<file path="config.mk">
export PLATFORM = sky130hd
export DESIGN_NAME = adpll_phase_monitor
export DESIGN_NICKNAME = d
export VERILOG_FILES = /design/src/rtl/adpll_phase_monitor.sv
export SDC_FILE = /design/constraint.sdc
export NUM_CORES = 1
export LEC_CHECK = 0
export ABC_AREA = 1
export BUFFER_PORTS_ARGS = -buffer_cell sky130_fd_sc_hd__clkbuf_2
export CAP_MARGIN = 10
export CORE_ASPECT_RATIO = 0.7
export CORE_UTILIZATION = 50
export CTS_CLUSTER_DIAMETER = 100
export CTS_CLUSTER_SIZE = 24
export DETAILED_ROUTE_END_ITERATION = 6
export GPL_ROUTABILITY_DRIVEN = 0
export GPL_TIMING_DRIVEN = 0
export PLACE_DENSITY = 0.68
export REMOVE_ABC_BUFFERS = 1
export SLEW_MARGIN = 20
export SYNTH_ARGS = -nofsm -noshare
export SYNTH_HDL_FRONTEND = slang
export SYNTH_SLANG_ARGS = --single-unit
</file>
<file path="constraint.sdc">
create_clock -name fpga_clk_i -period 4.5 [get_ports fpga_clk_i]
set_clock_uncertainty 0.2 [all_clocks]
set_input_delay 0.9 -clock fpga_clk_i [delete_from_list [all_inputs] [get_ports fpga_clk_i]]
set_output_delay 0.9 -clock fpga_clk_i [all_outputs]
set_load 0.005 [all_outputs]
</file>
<file path="src/rtl/adpll_phase_monitor.sv">
// Phase/period monitor for two asynchronous ADPLL outputs sampled on the fabric clock.
// Each A-to-A window reports the A period, the A->B phase offset, a miss flag and a lock indication.
module adpll_phase_monitor #(
  parameter int CNT_WIDTH  = 12,
  parameter int LOCK_TOL   = 4,
  parameter int LOCK_COUNT = 8
) (
  input  logic                 fpga_clk_i,
  input  logic                 reset_i,
  input  logic                 enable_i,
  input  logic                 sig_a_i,
  input  logic                 sig_b_i,
  output logic [CNT_WIDTH-1:0] period_o,
  output logic [CNT_WIDTH-1:0] phase_o,
  output logic                 valid_o,
  output logic                 miss_o,
  output logic                 locked_o,
  output logic                 timeout_o
);

  localparam logic [1:0] ST_IDLE = 2'd0;
  localparam logic [1:0] ST_ARM  = 2'd1;
  localparam logic [1:0] ST_RUN  = 2'd2;

  localparam int                   RUN_W   = $clog2(LOCK_COUNT + 1);
  localparam logic [RUN_W-1:0]     RUN_MAX = RUN_W'(LOCK_COUNT);
  localparam logic [CNT_WIDTH-1:0] CNT_MAX = '1;
  localparam logic [CNT_WIDTH:0]   TOL_EXT = (CNT_WIDTH + 1)'(LOCK_TOL);

  logic [2:0]           sync_a;
  logic [2:0]           sync_b;
  logic                 ea;
  logic                 eb;
  logic [1:0]           state;
  logic [CNT_WIDTH-1:0] cnt_r;
  logic [CNT_WIDTH-1:0] phase_r;
  logic                 pend_r;
  logic [RUN_W-1:0]     run_r;

  logic [CNT_WIDTH-1:0] close_phase;
  logic [CNT_WIDTH:0]   err_fwd;
  logic [CNT_WIDTH:0]   err_rev;
  logic [CNT_WIDTH:0]   err;
  logic                 in_lock;
  logic [RUN_W-1:0]     run_next;

  // Two-flop synchronisers plus one history flop for rising-edge detection.
  // NOTE: sequential state is assigned with <= only, so every flop samples pre-edge values.
  always_ff @(posedge fpga_clk_i) begin
    if (reset_i) begin
      sync_a <= '0;
      sync_b <= '0;
    end else begin
      sync_a <= {sync_a[1:0], sig_a_i};
      sync_b <= {sync_b[1:0], sig_b_i};
    end
  end

  assign ea = sync_a[1] & ~sync_a[2];
  assign eb = sync_b[1] & ~sync_b[2];

  // Result of the window that closes on this A edge, and its wrapped phase error.
  // NOTE: every always_comb output gets a default first, so no path can infer a latch.
  always_comb begin
    close_phase = pend_r ? cnt_r : phase_r;
    err_fwd     = {1'b0, close_phase};
    err_rev     = {1'b0, cnt_r} - {1'b0, close_phase};
    err         = (err_fwd < err_rev) ? err_fwd : err_rev;
    in_lock     = !pend_r && (err <= TOL_EXT);
    run_next    = '0;
    if (in_lock) begin
      run_next = (run_r == RUN_MAX) ? RUN_MAX : run_r + RUN_W'(1);
    end
  end

  always_ff @(posedge fpga_clk_i) begin
    if (reset_i) begin
      state     <= ST_IDLE;
      cnt_r     <= '0;
      phase_r   <= '0;
      pend_r    <= 1'b0;
      run_r     <= '0;
      period_o  <= '0;
      phase_o   <= '0;
      valid_o   <= 1'b0;
      miss_o    <= 1'b0;
      locked_o  <= 1'b0;
      timeout_o <= 1'b0;
    end else if (!enable_i) begin
      // Disabled: abandon the window but keep the last reported period/phase/miss.
      state     <= ST_IDLE;
      cnt_r     <= '0;
      phase_r   <= '0;
      pend_r    <= 1'b0;
      run_r     <= '0;
      valid_o   <= 1'b0;
      locked_o  <= 1'b0;
      timeout_o <= 1'b0;
    end else begin
      valid_o   <= 1'b0;
      timeout_o <= 1'b0;
      case (state)
        ST_IDLE: state <= ST_ARM;
        ST_ARM: begin
          // A B edge coincident with the arming A edge already counts as phase 0.
          if (ea) begin
            cnt_r   <= CNT_WIDTH'(1);
            phase_r <= '0;
            pend_r  <= ~eb;
            state   <= ST_RUN;
          end
        end
        ST_RUN: begin
          if (ea) begin
            period_o <= cnt_r;
            phase_o  <= close_phase;
            miss_o   <= pend_r;
            valid_o  <= 1'b1;
            run_r    <= run_next;
            locked_o <= (run_next == RUN_MAX);
            cnt_r    <= CNT_WIDTH'(1);
            phase_r  <= '0;
            pend_r   <= ~eb;
          end else if (cnt_r == CNT_MAX) begin
            timeout_o <= 1'b1;
            locked_o  <= 1'b0;
            run_r     <= '0;
            cnt_r     <= '0;
            pend_r    <= 1'b0;
            state     <= ST_ARM;
          end else begin
            cnt_r <= cnt_r + CNT_WIDTH'(1);
            if (eb && pend_r) begin
              phase_r <= cnt_r;
              pend_r  <= 1'b0;
            end
          end
        end
        default: state <= ST_IDLE;
      endcase
    end
  end

endmodule

</file>
* After elaboration in Yosys (flattened, before gate mapping)
Cells that the tools add are included.
** Storage, ports and cells
- Register bits after elaboration :: 65
- Input port bits :: 5
- Output and inout bits :: 28
- Word-level logic and storage cells :: 79
** Operators by class
- Add/subtract/negate cells :: 3
- $lt $le $gt $ge :: 2
- Eq/ne operators :: 11
- Multiplexer cells :: 28
- Bitwise gates (word level) :: 7
- Reductions and logical operators :: 15
** Operators by type and width (number)
- $mux 12 :: 8
- $pmux 12 s2 :: 2
- $mux 4 :: 4
- $le 13x3->1 const B :: 1
- $lt 12x13->1 :: 1
- $mux 13 :: 1
- $sub 12x12->13 :: 1
- $add 12x1->12 const B :: 1
- $eq 12x12->1 const B :: 1
- $reduce_and 3->1 :: 3
- $eq 4x4->1 const B :: 2
- $mux 1 :: 8
- $mux 2 :: 3
- $ne 2x2->1 const B :: 3
- $ne 3x3->1 const B :: 2
- $pmux 2 s3 :: 1
- $not 1->1 :: 5
- $add 4x1->4 const B :: 1
- $ne 4x4->1 const B :: 1
- $reduce_and 2->1 :: 2
- $reduce_and 4->1 :: 1
- $reduce_bool 2->1 :: 2
- $reduce_or 4->1 :: 1
- $reduce_or 3->1 :: 1
- other kinds (8) :: 10

* Logic depth before layout (Yosys ltp)
- Word-level depth :: 9
- Depth in mapped cells :: 31
- Depth with buffers taken out :: 30

* Worst setup path after synthesis
No wires, ideal clock.
- Path type :: reg2reg
- Start point :: reg pend_r
- End point :: reg run_r[2]
- Library setup time :: 0.071 ns
- Data arrival time :: 3.254 ns
- Data required time :: 4.229 ns
- Path slack :: 0.975 ns
- Stages on the path, launching flop included :: 32
- Buffers on the path :: 2
- Period minus slack after synthesis :: 3.525 ns
- Cells stage by stage :: dfxtp_1 -> buf_6 -> buf_6 -> nand2_1 -> o21ai_2 -> inv_2 -> ha_1 -> fa_1 -> inv_1 -> nand3_1 -> nand3_2 -> nand2_1 -> nand3_1 -> nand2_1 -> nand2_1 -> inv_1 -> ha_1 -> nand2_1 -> inv_1 -> nand2_1 -> a21oi_1 -> nor2_1 -> nand2_1 -> nand2_4 -> nand2_1 -> nand2_1 -> inv_2 -> nor2_1 -> nand2_1 -> nor2_4 -> nand4_1 -> a21oi_1
** Between the ends
- Cells in the longest elaborated chain, start to end :: 8
- Elaborated cells on any way between the ends :: 9
- Those cells by class :: add/sub (1); order compare (2); mux (4); reduce/logical (2)
** Ends and longest elaborated chain
- from (decl) :: RTL line 37 : logic pend_r;
- from (signal assigned) :: RTL line 109 : pend_r <= ~eb;
- from (signal assigned) :: RTL line 123 : pend_r <= ~eb;
- $mux 12 * :: RTL line 65 : close_phase = pend_r ? cnt_r : phase_r;
- net close_phase[0] :: RTL line 40 : logic [CNT_WIDTH-1:0] close_phase;
- $sub 12x12->13 :: RTL line 67 : err_rev = {1'b0, cnt_r} - {1'b0, close_phase};
- $lt 12x13->1 :: RTL line 68 : err = (err_fwd < err_rev) ? err_fwd : err_rev;
- $mux 13 * :: RTL line 68
- $le 13x3->1 * :: RTL line 69 : in_lock = !pend_r && (err <= TOL_EXT);
- $logic_and 1x1->1 * :: RTL line 69
- $mux 4 * :: RTL line 71 : if (in_lock) begin
- $mux 4 * :: RTL line 114 : if (ea) begin
- to (signal assigned) :: RTL line 119 : run_r <= run_next;
- to (decl) :: RTL line 38 : logic [RUN_W-1:0] run_r;
Mark *: on every way through the listed nets, which the timed path passes. The rest lies on a longest branch.
A chain may end at the register's enable or synchronous reset.

* Final worst setup path
- Start point :: reg pend_r
- End point :: reg run_r[0]
Same word-level chain as after synthesis.

==> flow_summary.ini <==
[power_and_ir_drop]
pwr-share-clk_pct = 42.6
p_comb_share_pct = 21.5
p_int_mw = 1.15
p_per_area_mw_per_mm2 = 360
p_seq_share_pct = 35.8
p_leak_nw = 2.03
switching_share_pct = 29.8
p_switching_mw = 0.488
peakVddDrop_mv = 0.244

[timing]
drv_slew = 0
worst_pin_slew_ps = 1000
finalCritPeriodShare_pct = 91.6
rsz0062_at_grt = no
finalSetupViolCount = 0
holdWs_ps = 199
tns_ps = 0
period_needed_ps = 4120
hold_viol_final = 0
relSlewSlack_pct = 32.9
fmax_mhz = 243

[routing]
routed_via_density = 5.36
wirelength_mm = 9.80
drc = 0
wl_per_cell_microns = 13.5
vias = 3880
drt_iter0_markers = 270
ant_nets = 0
first_pass_iters = 5

[synthesis]
ys_seq_elements = 65
synthArstFlopShare_pct = 0
yosysSeqAreaShare_pct = 32.2
ys_top_cells_by_area = dfxtp_1, nand2_1, ha_1, a21oi_1, nor2_1
synth_edf_count = 0
syn_inst = 593
yosysWarningCount = 0
synth_common_cells = nand2_1, dfxtp_1, nor2_1
yosysTopAreaCell = dfxtp_1
synth_top_area_share_pct = 32.2
ys_types = 39
netlist_area_sq_mm = 0.00405
synth_most_common_cell = nand2_1
synthFlopType = dfxtp_1
syn_area_per_cell_sq_um = 6.82

[placed_design]
port-buffer-count = 32
hpwl_mm = 7.24

[final_layout]
diodes = 0
fillerInstances = 755
nNetsFinal = 656
area_delta_synth_final_pct = 12.5
drive_gt1_share_pct = 14.4

[die]
dieArea_sq_mm = 0.00846
fp.dieW_microns = 110
start_util_pct = 51.6
core_area_sq_mm = 0.00784
die_h_microns = 77.3
rows = 27
ios = 33

[clocking]
path_clk_slew_ps = 60
worstSkewPairLatency_ps = 340
cts_hold_buffers = 0
cts_tree = built
cts_root_buffer = clkbuf_16
clockBufferDepth = 2
cts_sinks = 65
cts_max_level = 3
cts_buffers = 9

[global_routing]
antenna_found_initial = 0
grt-ovfl-total = 0
grtUsageTotal_pct = 25.3
grt_pass1_vias = 3401
grt_max_degree = 38
grt_first_pass_wirelength_mm = 16.5

[critical_path]
cp.buffers_inverters = 4
crit_path_top_delay_cell = dfxtp_4
cp.required_ps = 4530
arrival_ps = 4150
cp-start-kind = flip-flop
critical-path-top-delay-family = simple AND/OR/NAND/NOR gates
crit_top_cell = nand2_1
path_class = flip-flop to flip-flop
critPathMaxFanout = 14
critPathMaxStageDelay_ps = 410
end_kind = flip-flop

[run]
maxCapViolCount = 0

[worst_hold_path]
hp-class = flip-flop to flip-flop

[status]
outcome = finished clean
==> metrics by stage <==
step / total power [mW] / setup WS (ps) / instance area, sq um / cells / utilization, %
6_report: 1.64 / 378 / 4550 / 724 / 58.1
5_1_grt: 1.73 / 5.87 / 4550 / 724 / 58.1
4_1_cts: 1.65 / 109 / 4540 / 723 / 57.9
3_5_place_dp: 0.945 / -254 / 4240 / 708 / 54.1
3_3_place_gp: 0.935 / -142 / 4240 / 708 / 54.0
2_1_floorplan: 0.861 / 605 / 3950 / 575 / -
==> path summary, 6_finish.rpt <==
check,from,to,slack [ps],cells after the start
setup / recovery,pend_r,run_r[0],380,26
hold / removal,sync_b[0],sync_b[1],200,2
setup reg to reg,pend_r,run_r[0],380,26
hold reg to reg,sync_b[0],sync_b[1],200,2
==> cells by family after synthesis <==
family | after synthesis | share of synthesized area (%)
simple gates | 297 | 33.3
compound gates | 96 | 13.4
buf+inv | 96 | 9.62
flops | 65 | 32.2
fa+ha+maj | 32 | 10.1
xor+xnor | 7 | 1.52
==> repair_timing <==
action                                  CTS  global route
resized for setup                         1             1
buffers inserted                          0             1
endpoints found under the setup margin    5             5
hold endpoints to repair                  0             0
==> final cells by class <==
cell class / count / area [sq um] / area share (%)
clock buffer: 12 / 256 / 5.63
sequential: 65 / 1310 / 28.7
inverter: 78 / 293 / 6.43
tap: 101 / 126 / 2.78
multi-input combinational: 432 / 2360 / 51.8
clock inverter: 3 / 40.0 / 0.880
timing repair buffer: 33 / 171 / 3.77
==> worst register-to-register path, delay by kind of cell (launching register included) <==
kind | cells | cell delay, ps
simple gates | 16 | 1660
fa+ha+maj | 3 | 900
compound gates | 3 | 460
flops | 1 | 410
buf+inv | 4 | 400
==> cells in the final DEF, fill, tap and decap left out, types with 3 or more instances in the layout <==
cell type,n
nand2_1,140
inv_1,64
nor2_1,64
dfxtp_1,64
a21oi_1,61
nand3_1,36
clkbuf_2,32
ha_1,31
nand3b_1,16
inv_2,14
nor3_1,13
o21ai_1,9
clkbuf_16,9
o21ai_2,8
o21ai_0,8
nand4_1,7
nand3_2,4
nand2_2,4
xor2_1,4
nor2_2,4
a31oi_1,3
xnor2_1,3
==> registers in the layout (all words and copies together), names as in the netlist, 2 cells and up <==
signal and flops:
cnt_r 12, sync_b 3, period_o 12, phase_o 12
sync_a 3, run_r 4, state 2, phase_r 12
==> power groups by stage <==
stage	sequential, mW	combinational, mW	clock (mW)
after floorplan	0.599	0.262	0
after global placement	0.601	0.334	0
after detailed placement	0.601	0.344	0
after CTS	0.589	0.345	0.712
after global routing	0.587	0.402	0.736
final	0.587	0.353	0.699
==> layer usage <==
layer / track usage [%] / routed length, microns / vias up
li1: - / - / 1977
met1: 36.4 / 4950 / 1753
met2: 36.7 / 3990 / 140
met3: 6.80 / 780 / 10
met4: 6.67 / 89 / 0
met5: 0 / 0 / -
Note: power is estimated with default switching activity, not from simulation.
